<file path="config.mk">
export PLATFORM = sky130hd
export DESIGN_NAME = run_launcher
export DESIGN_NICKNAME = d
export VERILOG_FILES = /design/src/rtl/stopwatch_pkg.sv /design/src/rtl/key_debouncer.sv /design/src/rtl/run_launcher.sv
export SDC_FILE = /design/constraint.sdc
export NUM_CORES = 1
export LEC_CHECK = 0
export CAP_MARGIN = 20
export CORE_ASPECT_RATIO = 2
export CORE_MARGIN = 4
export CORE_UTILIZATION = 57
export CTS_BUF_LIST = sky130_fd_sc_hd__clkbuf_2 sky130_fd_sc_hd__clkbuf_4 sky130_fd_sc_hd__clkbuf_8
export DETAILED_ROUTE_END_ITERATION = 6
export GPL_TIMING_DRIVEN = 0
export PLACE_DENSITY = 0.85
export SLEW_MARGIN = 30
export SYNTH_ARGS = -nofsm -noshare
export SYNTH_HDL_FRONTEND = slang
export SYNTH_HIERARCHICAL = 1
export SYNTH_SLANG_ARGS = --single-unit
</file>
<file path="constraint.sdc">
create_clock -name clk -period 1.8 [get_ports clk]
set_clock_uncertainty 0.1 [all_clocks]
set_input_delay 0.45 -clock clk [delete_from_list [all_inputs] [get_ports clk]]
set_output_delay 0.45 -clock clk [all_outputs]
set_load 0.03 [all_outputs]
</file>
<file path="src/rtl/stopwatch_pkg.sv">
// Shared encodings for the stopwatch run/done handshake: FSM state values and
// the active-low seven-segment digit patterns, bit order {g,f,e,d,c,b,a}.
package stopwatch_pkg;

  typedef enum logic [1:0] {
    StIdle   = 2'b00,
    StLaunch = 2'b01,
    StWait   = 2'b10,
    StCool   = 2'b11
  } state_e;

  localparam logic [6:0] Seg0     = 7'b100_0000;
  localparam logic [6:0] Seg1     = 7'b111_1001;
  localparam logic [6:0] Seg2     = 7'b010_0100;
  localparam logic [6:0] Seg3     = 7'b011_0000;
  localparam logic [6:0] Seg4     = 7'b001_1001;
  localparam logic [6:0] Seg5     = 7'b001_0010;
  localparam logic [6:0] Seg6     = 7'b000_0010;
  localparam logic [6:0] Seg7     = 7'b111_1000;
  localparam logic [6:0] Seg8     = 7'b000_0000;
  localparam logic [6:0] Seg9     = 7'b001_0000;
  localparam logic [6:0] SegBlank = 7'h7F;

endpackage

</file>
<file path="src/rtl/key_debouncer.sv">
// Raw active-low key -> 2-FF synchronizer -> level debouncer -> one-cycle
// press pulse on the accepted 1->0 transition.
module key_debouncer #(
  parameter int unsigned DEBOUNCE_CNT = 4
) (
  input  logic clk,
  input  logic reset_n,
  input  logic i_key_n,
  output logic o_press
);

  localparam int unsigned CntW = (DEBOUNCE_CNT > 1) ? $clog2(DEBOUNCE_CNT) : 1;
  localparam logic [CntW-1:0] CntMax = CntW'(DEBOUNCE_CNT - 1);

  logic            sync1_q, sync2_q;
  logic            key_db_q, key_db_d;
  logic [CntW-1:0] db_cnt_q, db_cnt_d;
  logic            press_q, press_d;

  // Count consecutive cycles the synced level disagrees with the accepted one.
  always_comb begin
    key_db_d = key_db_q;
    db_cnt_d = '0;
    press_d  = 1'b0;
    if (sync2_q != key_db_q) begin
      if (db_cnt_q == CntMax) begin
        key_db_d = sync2_q;
        // Only the falling (press) transition generates a pulse.
        press_d  = ~sync2_q;
      end else begin
        db_cnt_d = db_cnt_q + 1'b1;
      end
    end
  end

  // Synchronizer and debounce state.
  always_ff @(posedge clk) begin
    if (!reset_n) begin
      sync1_q  <= 1'b1;
      sync2_q  <= 1'b1;
      key_db_q <= 1'b1;
      db_cnt_q <= '0;
      press_q  <= 1'b0;
    end else begin
      sync1_q  <= i_key_n;
      sync2_q  <= sync1_q;
      key_db_q <= key_db_d;
      db_cnt_q <= db_cnt_d;
      press_q  <= press_d;
    end
  end

  assign o_press = press_q;

endmodule

</file>
<file path="src/rtl/run_launcher.sv">
// Initiator side of the run/done handshake: debounced key press launches a
// single-cycle run, waits for done with a timeout, and counts completed runs
// on two seven-segment digits.
module run_launcher
  import stopwatch_pkg::*;
#(
  parameter int unsigned DEBOUNCE_CNT = 4,
  parameter int unsigned TIMEOUT_CNT  = 64
) (
  input  logic       clk,
  input  logic       reset_n,
  input  logic       i_key_n,
  input  logic       i_idle,
  input  logic       i_done,
  output logic       o_run,
  output logic       o_busy,
  output logic       o_timeout,
  output logic [6:0] o_seven0,
  output logic [6:0] o_seven1
);

  localparam int unsigned TimerW = (TIMEOUT_CNT > 1) ? $clog2(TIMEOUT_CNT) : 1;
  localparam logic [TimerW-1:0] TimerMax = TimerW'(TIMEOUT_CNT - 1);

  state_e            state_q;
  logic [TimerW-1:0] timer_q;
  logic              run_q, busy_q, timeout_q;
  logic [3:0]        ones_q, tens_q;
  logic [6:0]        seven0_q, seven1_q;
  logic              press;

  key_debouncer #(
    .DEBOUNCE_CNT (DEBOUNCE_CNT)
  ) u_key_debouncer (
    .clk     (clk),
    .reset_n (reset_n),
    .i_key_n (i_key_n),
    .o_press (press)
  );

  function automatic logic [6:0] bcd_to_seg(input logic [3:0] digit);
    logic [6:0] seg;
    case (digit)
      4'd0:    seg = Seg0;
      4'd1:    seg = Seg1;
      4'd2:    seg = Seg2;
      4'd3:    seg = Seg3;
      4'd4:    seg = Seg4;
      4'd5:    seg = Seg5;
      4'd6:    seg = Seg6;
      4'd7:    seg = Seg7;
      4'd8:    seg = Seg8;
      4'd9:    seg = Seg9;
      default: seg = SegBlank;
    endcase
    return seg;
  endfunction

  // Handshake FSM with registered run/busy/timeout and the BCD run counter.
  always_ff @(posedge clk) begin
    if (!reset_n) begin
      state_q   <= StIdle;
      timer_q   <= '0;
      run_q     <= 1'b0;
      busy_q    <= 1'b0;
      timeout_q <= 1'b0;
      ones_q    <= 4'd0;
      tens_q    <= 4'd0;
    end else begin
      run_q <= 1'b0;
      unique case (state_q)
        StIdle: begin
          // Presses while the worker is not idle are dropped, not queued.
          if (press && i_idle) begin
            state_q   <= StLaunch;
            run_q     <= 1'b1;
            busy_q    <= 1'b1;
            timeout_q <= 1'b0;
            timer_q   <= '0;
          end
        end
        StLaunch: begin
          state_q   <= StWait;
          timeout_q <= 1'b0;
          timer_q   <= '0;
        end
        StWait: begin
          // Done takes priority over a coincident expiry.
          if (i_done) begin
            state_q <= StCool;
            if (ones_q == 4'd9) begin
              ones_q <= 4'd0;
              tens_q <= (tens_q == 4'd9) ? 4'd0 : tens_q + 4'd1;
            end else begin
              ones_q <= ones_q + 4'd1;
            end
          end else if (timer_q == TimerMax) begin
            state_q   <= StIdle;
            busy_q    <= 1'b0;
            timeout_q <= 1'b1;
          end else begin
            timer_q <= timer_q + 1'b1;
          end
        end
        StCool: begin
          // Hold until the worker drops its done level.
          if (!i_done) begin
            state_q <= StIdle;
            busy_q  <= 1'b0;
          end
        end
      endcase
    end
  end

  // Segment registers follow the count one cycle later; blank during reset.
  always_ff @(posedge clk) begin
    if (!reset_n) begin
      seven0_q <= SegBlank;
      seven1_q <= SegBlank;
    end else begin
      seven0_q <= bcd_to_seg(ones_q);
      seven1_q <= bcd_to_seg(tens_q);
    end
  end

  assign o_run     = run_q;
  assign o_busy    = busy_q;
  assign o_timeout = timeout_q;
  assign o_seven0  = seven0_q;
  assign o_seven1  = seven1_q;

endmodule
</file>
# After elaboration in Yosys (flattened, before gate mapping)
# Memories as Yosys holds them, arrays and structs flattened. A register that Yosys moved wholly into a read port is not among the register bits.
# Index checks and enable logic that the tools add are counted.
# op_classes
addsub,4
mul,0
n_div,0
order_cmp,0
n_eq_ne,14
shift,0
mux,21
n_bitwise,3
n_reduce_logical,16
# ops
operator,count
6-bit two-way mux,3
6-bit one-hot mux with 3 select lines,1
"2-bit inequality test, second input constant",5
3-bit AND reduction,3
"4-bit by 1-bit adder with 4-bit output, second input constant",2
"4-bit equality test, second input constant",2
1-bit two-way mux,8
2-bit two-way mux,4
4-bit two-way mux,2
2-bit one-hot mux with 4 select lines,1
4-bit AND reduction,2
"6-bit by 1-bit adder with 6-bit output, second input constant",1
"2-bit equality test, second input constant",3
"6-bit equality test, second input constant",1
1-bit one-hot mux with 3 select lines,2
2-bit AND reduction,3
3-bit nonzero test,2
5-bit AND reduction,1
"3-bit inequality test, second input constant",1
1-bit inverter,3
3-bit OR reduction,1
"2-bit by 1-bit adder with 2-bit output, second input constant",1
"2-bit by 1-bit equality test with 1-bit output, second input constant",1
1-bit zero test,2
other kinds (3),3
# totals
reg_bits,25
latchBits,0
ramBits,0
mem_bits_ro,224
input_bits,5
out_inout_bits,17
word_cells,72
memories,2
# memory_table
memory,depth,word_bits,rd,rd_clocked_by_memory_dff,wr,line,text
(no name shown),16,7,1,1,0,run_launcher.sv:43,case (digit)
(no name shown),16,7,1,1,0,run_launcher.sv:43,

# Longest topological paths before layout
# depth
word_depth,4
ltp_mapped,6
mapped_depth_nobuf,6

# Hierarchy
# Netlist, hierarchy kept.
# by_module_without_submodules
module,instances,cells_per_inst,area_per_inst_um2,seq_area_each_um2
run_launcher,1,182,1624.1,660.6
key_debouncer,1,15,200.2,120.1

# Least setup slack after synthesis
# No wires, ideal clock.
# synth_timing
path_type,register to register
start,register ones_q[1]
end,register tens_q[1]
setup_time_ps,79
arrival_ps,1299
required_ps,1621
path_slack_ps,321
stages_incl_launch_ff,7
n_path_buf,0
period_less_slack_ps,1479
path_cell_list,dfxtp_1 -> inv_1 -> ha_1 -> and3b_1 -> nand2_8 -> o21ai_4 -> a211oi_2
# synth_between
elab_chain_cells,2
# synth_lines
element,line,text
from (decl),run_launcher.sv:28,"logic [3:0] ones_q, tens_q;"
from (signal assigned),run_launcher.sv:95,ones_q <= ones_q + 4'd1;
4-bit equality test,run_launcher.sv:91,if (ones_q == 4'd9) begin
3-bit AND reduction (no line),--,
to (signal assigned),run_launcher.sv:93,tens_q <= (tens_q == 4'd9) ? 4'd0 : tens_q + 4'd1;
to (decl),run_launcher.sv:28,
# No other way between the ends.
# A chain may end at the register's enable or synchronous reset.

# Final worst setup path
# layout_timing
start,input port i_done
end,register tens_q[0]
# layout_between
elab_chain_cells,1
# layout_lines
element,line,text
from (decl),run_launcher.sv:14,"input logic i_done,"
3-bit AND reduction (no line),--,
# No other way between the ends.

==> reports/results.tsv <==
stage	metric	value	unit
status	status	finished, final reports clean	
cells_and_area	seq_area	782	sq um
clock_tree	cts_buffer_depth	2	
clock_tree	cts.sinks	39	
cells_and_area	area_growth	19.1	%
sta	slew_headroom	67.5	%
worst_setup_path	arrival	1800	ps
detailed_routing	drtIter0Drc	37	
place	gp_congestion	0.847	
detailed_routing	wl	3830	microns
synth	ys.flop_type	dfxtp_1	
synth	synth_fa_ha_area_share	8.23	%
synth	synthTopCellsByCount	39 x dfxtp_1, 21 x a21oi_1, 19 x o21ai_0, 17 x nand2_1, 13 x nor2_1	
cells_and_area	drive_gt1_share	13.3	%
worst_setup_path	end_kind	flip-flop	
detailed_routing	routedWlPerCell	15.0	microns
global_routing	grt.total_usage	20.5	%
die	pin_count	22	
pwr	vdd_drop_max	857	uV
place	place_inst	248	
die	rows	28	
detailed_routing	firstDrtPassIters	4	
synth	synth_nets	214	
worst_hold_path	hp-start	u_key_debouncer/sync1_q	
cells_and_area	fin_area	2170	sq um
clock_tree	cts_root_buffer	clkbuf_8	
cells_and_area	layout.cells.non_filler	256	
die	fp.dieH	88.0	microns
pwr	p_leak	0.916	nW
global_routing	first_global_vias	1430	
clock_tree	clkTransAtPathRegs	70	ps
place	io_buffers	21	
worst_hold_path	hold_depth	1	
worst_hold_path	min_to	u_key_debouncer/sync2_q	
synth	synth_edf_count	0	
worst_setup_path	r2r_end	tens_q[0]	
place	postPlaceCellArea	2070	sq um
global_routing	antenna_found_initial	0	
pwr	p_total	0.00173	W
worst_setup_path	critPathKind	input port to flip-flop	
cells_and_area	num_antenna_cells	0	
global_routing	grt.overflow.total	0	
sta	fin_crit_sh	95.5	%
worst_setup_path	max_stage_delay	600	ps
cells_and_area	multi_input_area	946	sq um
sta	setup_violations	0	
detailed_routing	final_antenna_net_count	0	
synth	synth.distinct_cells	43	
clock_tree	cts_made_buffers	5	
synth	yosysWarnings	6	
global_routing	grt_max_degree	14	
worst_hold_path	timing.hold.worst.class	flip-flop to flip-flop	
sta	rsz0062_at_grt	no	
worst_setup_path	required	1880	ps
sta	fin_crit	1720	ps
clock_tree	clk_latency	290	ps
detailed_routing	drc	0	
worst_setup_path	cp_max_fo	6	
worst_setup_path	path_cells	clkdlybuf4s50_1 -> and3b_1 -> buf_6 -> nand2_8 -> o21ai_4 -> nor2_1	
worst_setup_path	regToRegStartpoint	ones_q[0]	
detailed_routing	viasPerCell	5.71	
synth	yosys.area_share.xor_xnor	2.88	%
synth	synth_top_area_share	42.8	%
synth	yosys.cell_count.top_type	dfxtp_1	
synth	synth_top_area_cell	dfxtp_1	
cells_and_area	nFillCells	228	
synth	synth.avg_cell_area	9.26	sq um
synth	yosys-mux-area-fraction	0.549	%
synth	yosys.area_share.simple	22.8	%
worst_setup_path	cp_slowest_cell	clkdlybuf4s50_1	
cells_and_area	nNetsFinal	242	
sta	max_clock_freq	0.582	GHz
die	die_area	4220	sq um
die	die_x	48	microns
sta	worstMarginPinSlew	487	ps
worst_setup_path	rrSetupSlack	160	ps
synth	synth_area	1820	sq um
detailed_routing	dr_total_vias	1461	
worst_setup_path	path_delay_family	buffers and inverters	
synth	synth-async-reset-ratio	0	%
synth	synth-seq-cells	39	
synth	synth_cells	197	
global_routing	grt_pass1_wl	6200	microns
run	max_cap_viol_count	0	
worst_setup_path	critPathBufInv	2	
synth	synth_area_leaders	dfxtp_1 43%, ha_1 8.2%, a21oi_1 5.8%	
clock_tree	cts_setup_buffers	0	
sta	final.setup.tns	0	ps
die	core_area	3010	sq um
die	start_util	60.5	%
worst_setup_path	critPathLaunchType	input port	
place	hpwl	2820	microns
worst_setup_path	r2r_cells	5	
synth	yosysSeqAreaShare	42.8	%
sta	drv_slew	0	
pwr	p_per_area	795	nW/um^2
sta	final_hold_viol_count	0	
clock_tree	cts_hold_buf	0	
clock_tree	cts_tree	built	
synth	synth_compound_area_share	17.4	%
clock_tree	htree_num_levels	2	
synth	synth_top_family_by_area	simple AND/OR/NAND/NOR gates	
==> where the power goes <==
part	switching [W]	internal, W
Combinational	0.0000586	0.0000298
Clock	0.000309	0.000449
Sequential	0.00000399	0.000879
Total	0.000371	0.00136
==> metal layers <==
layer | track usage, % | vias up | share of wire (%)
met5 | 0 | - | 0
met4 | 10.5 | 0 | 2.3
li1 | - | 735 | -
met1 | 19.7 | 690 | 36
met3 | 4.32 | 8 | 3.5
met2 | 37.4 | 28 | 58
==> area by class of cell <==
class / instances / area share, %
tap: 30 / 1.73
inverter: 10 / 1.73
timing repair buffer: 21 / 8.81
multi-input combinational: 139 / 43.5
sequential: 39 / 36.0
clock buffer: 6 / 3.80
clock inverter: 2 / 1.61
buffer: 9 / 2.82
==> worst max-delay path by stage <==
stage | from | end | slack, ps | cells after the start
2_1_floorplan | ones_q[1] | tens_q[1] | 320 | 6
3_5_place_dp | reset_n | ones_q[0] | -310 | 4
3_3_place_gp | reset_n | tens_q[1] | -260 | 4
6_report | i_done | tens_q[0] | 80 | 6
4_1_cts | reset_n | timer_q[5] | 50 | 5
5_1_grt | i_done | tens_q[0] | 6 | 6
==> cell usage in the layout (no fill, tap or decap), types with 2 or more instances in the layout <==
master | synthesis | layout
a211oi_1 | 2 | 2
a21oi_1 | 21 | 21
a311oi_1 | 2 | 2
and2_1 | 3 | 3
and3_1 | 3 | 3
and3b_1 | 3 | 3
buf_2 | 3 | 3
buf_6 | 3 | 3
clkbuf_1 | 3 | 2
clkbuf_8 | 0 | 6
clkdlybuf4s50_1 | 0 | 3
dfxtp_1 | 39 | 38
dlygate4sd2_1 | 0 | 17
ha_1 | 12 | 12
inv_1 | 10 | 10
nand2_1 | 17 | 17
nand2b_1 | 6 | 6
nand3_1 | 6 | 6
nand3b_1 | 2 | 2
nor2_1 | 13 | 13
o21ai_0 | 19 | 17
o21ai_1 | 0 | 2
or2_2 | 2 | 2
xnor2_1 | 5 | 5
==> worst register-to-register path: stages, from the launching register on <==
cell and delay [ps]:
dfxtp_1 480, ha_1 250, and3b_1 300, nand2_8 100
o21ai_4 220, nor2_1 80
==> flip-flops by register name (all words and copies together) (netlist names) <==
register	cells
o_busy	1
o_run	1
o_seven0	7
o_seven1	7
o_timeout	1
ones_q	4
state_q	2
tens_q	4
timer_q	6
u_key_debouncer/db_cnt_q	2
u_key_debouncer/key_db_q	1
u_key_debouncer/o_press	1
u_key_debouncer/sync1_q	1
u_key_debouncer/sync2_q	1
==> metrics by stage <==
stage / util, % / worst slack [ps] / hold WS (ps)
detailed placement: 68.8 / -314 / 306
floorplan: - / 321 / 286
global route: 72.1 / 6.42 / 343
global placement: 68.8 / -264 / 293
CTS: 72.0 / 45.4 / 328
finish: 72.1 / 80.7 / 320
==> timing repair <==
action                     4_1_cts  5_1_grt
setup endpoints to repair       19        8
gates resized for setup         18        4
gates cloned                     0        0
==> cell families (layout without fill, tap and decap cells) <==
kind of cell               after synthesis  in the layout
muxes                                    1              1
DFF                                     39             39
adders and majority gates               12             12
AOI/OAI and AO/OA                       52             52
and+or+nand+nor                         68             68
xor gates and xnor gates                 6              6
buffers and inverters                   19             48
Note: power is estimated with default switching activity, not from simulation.
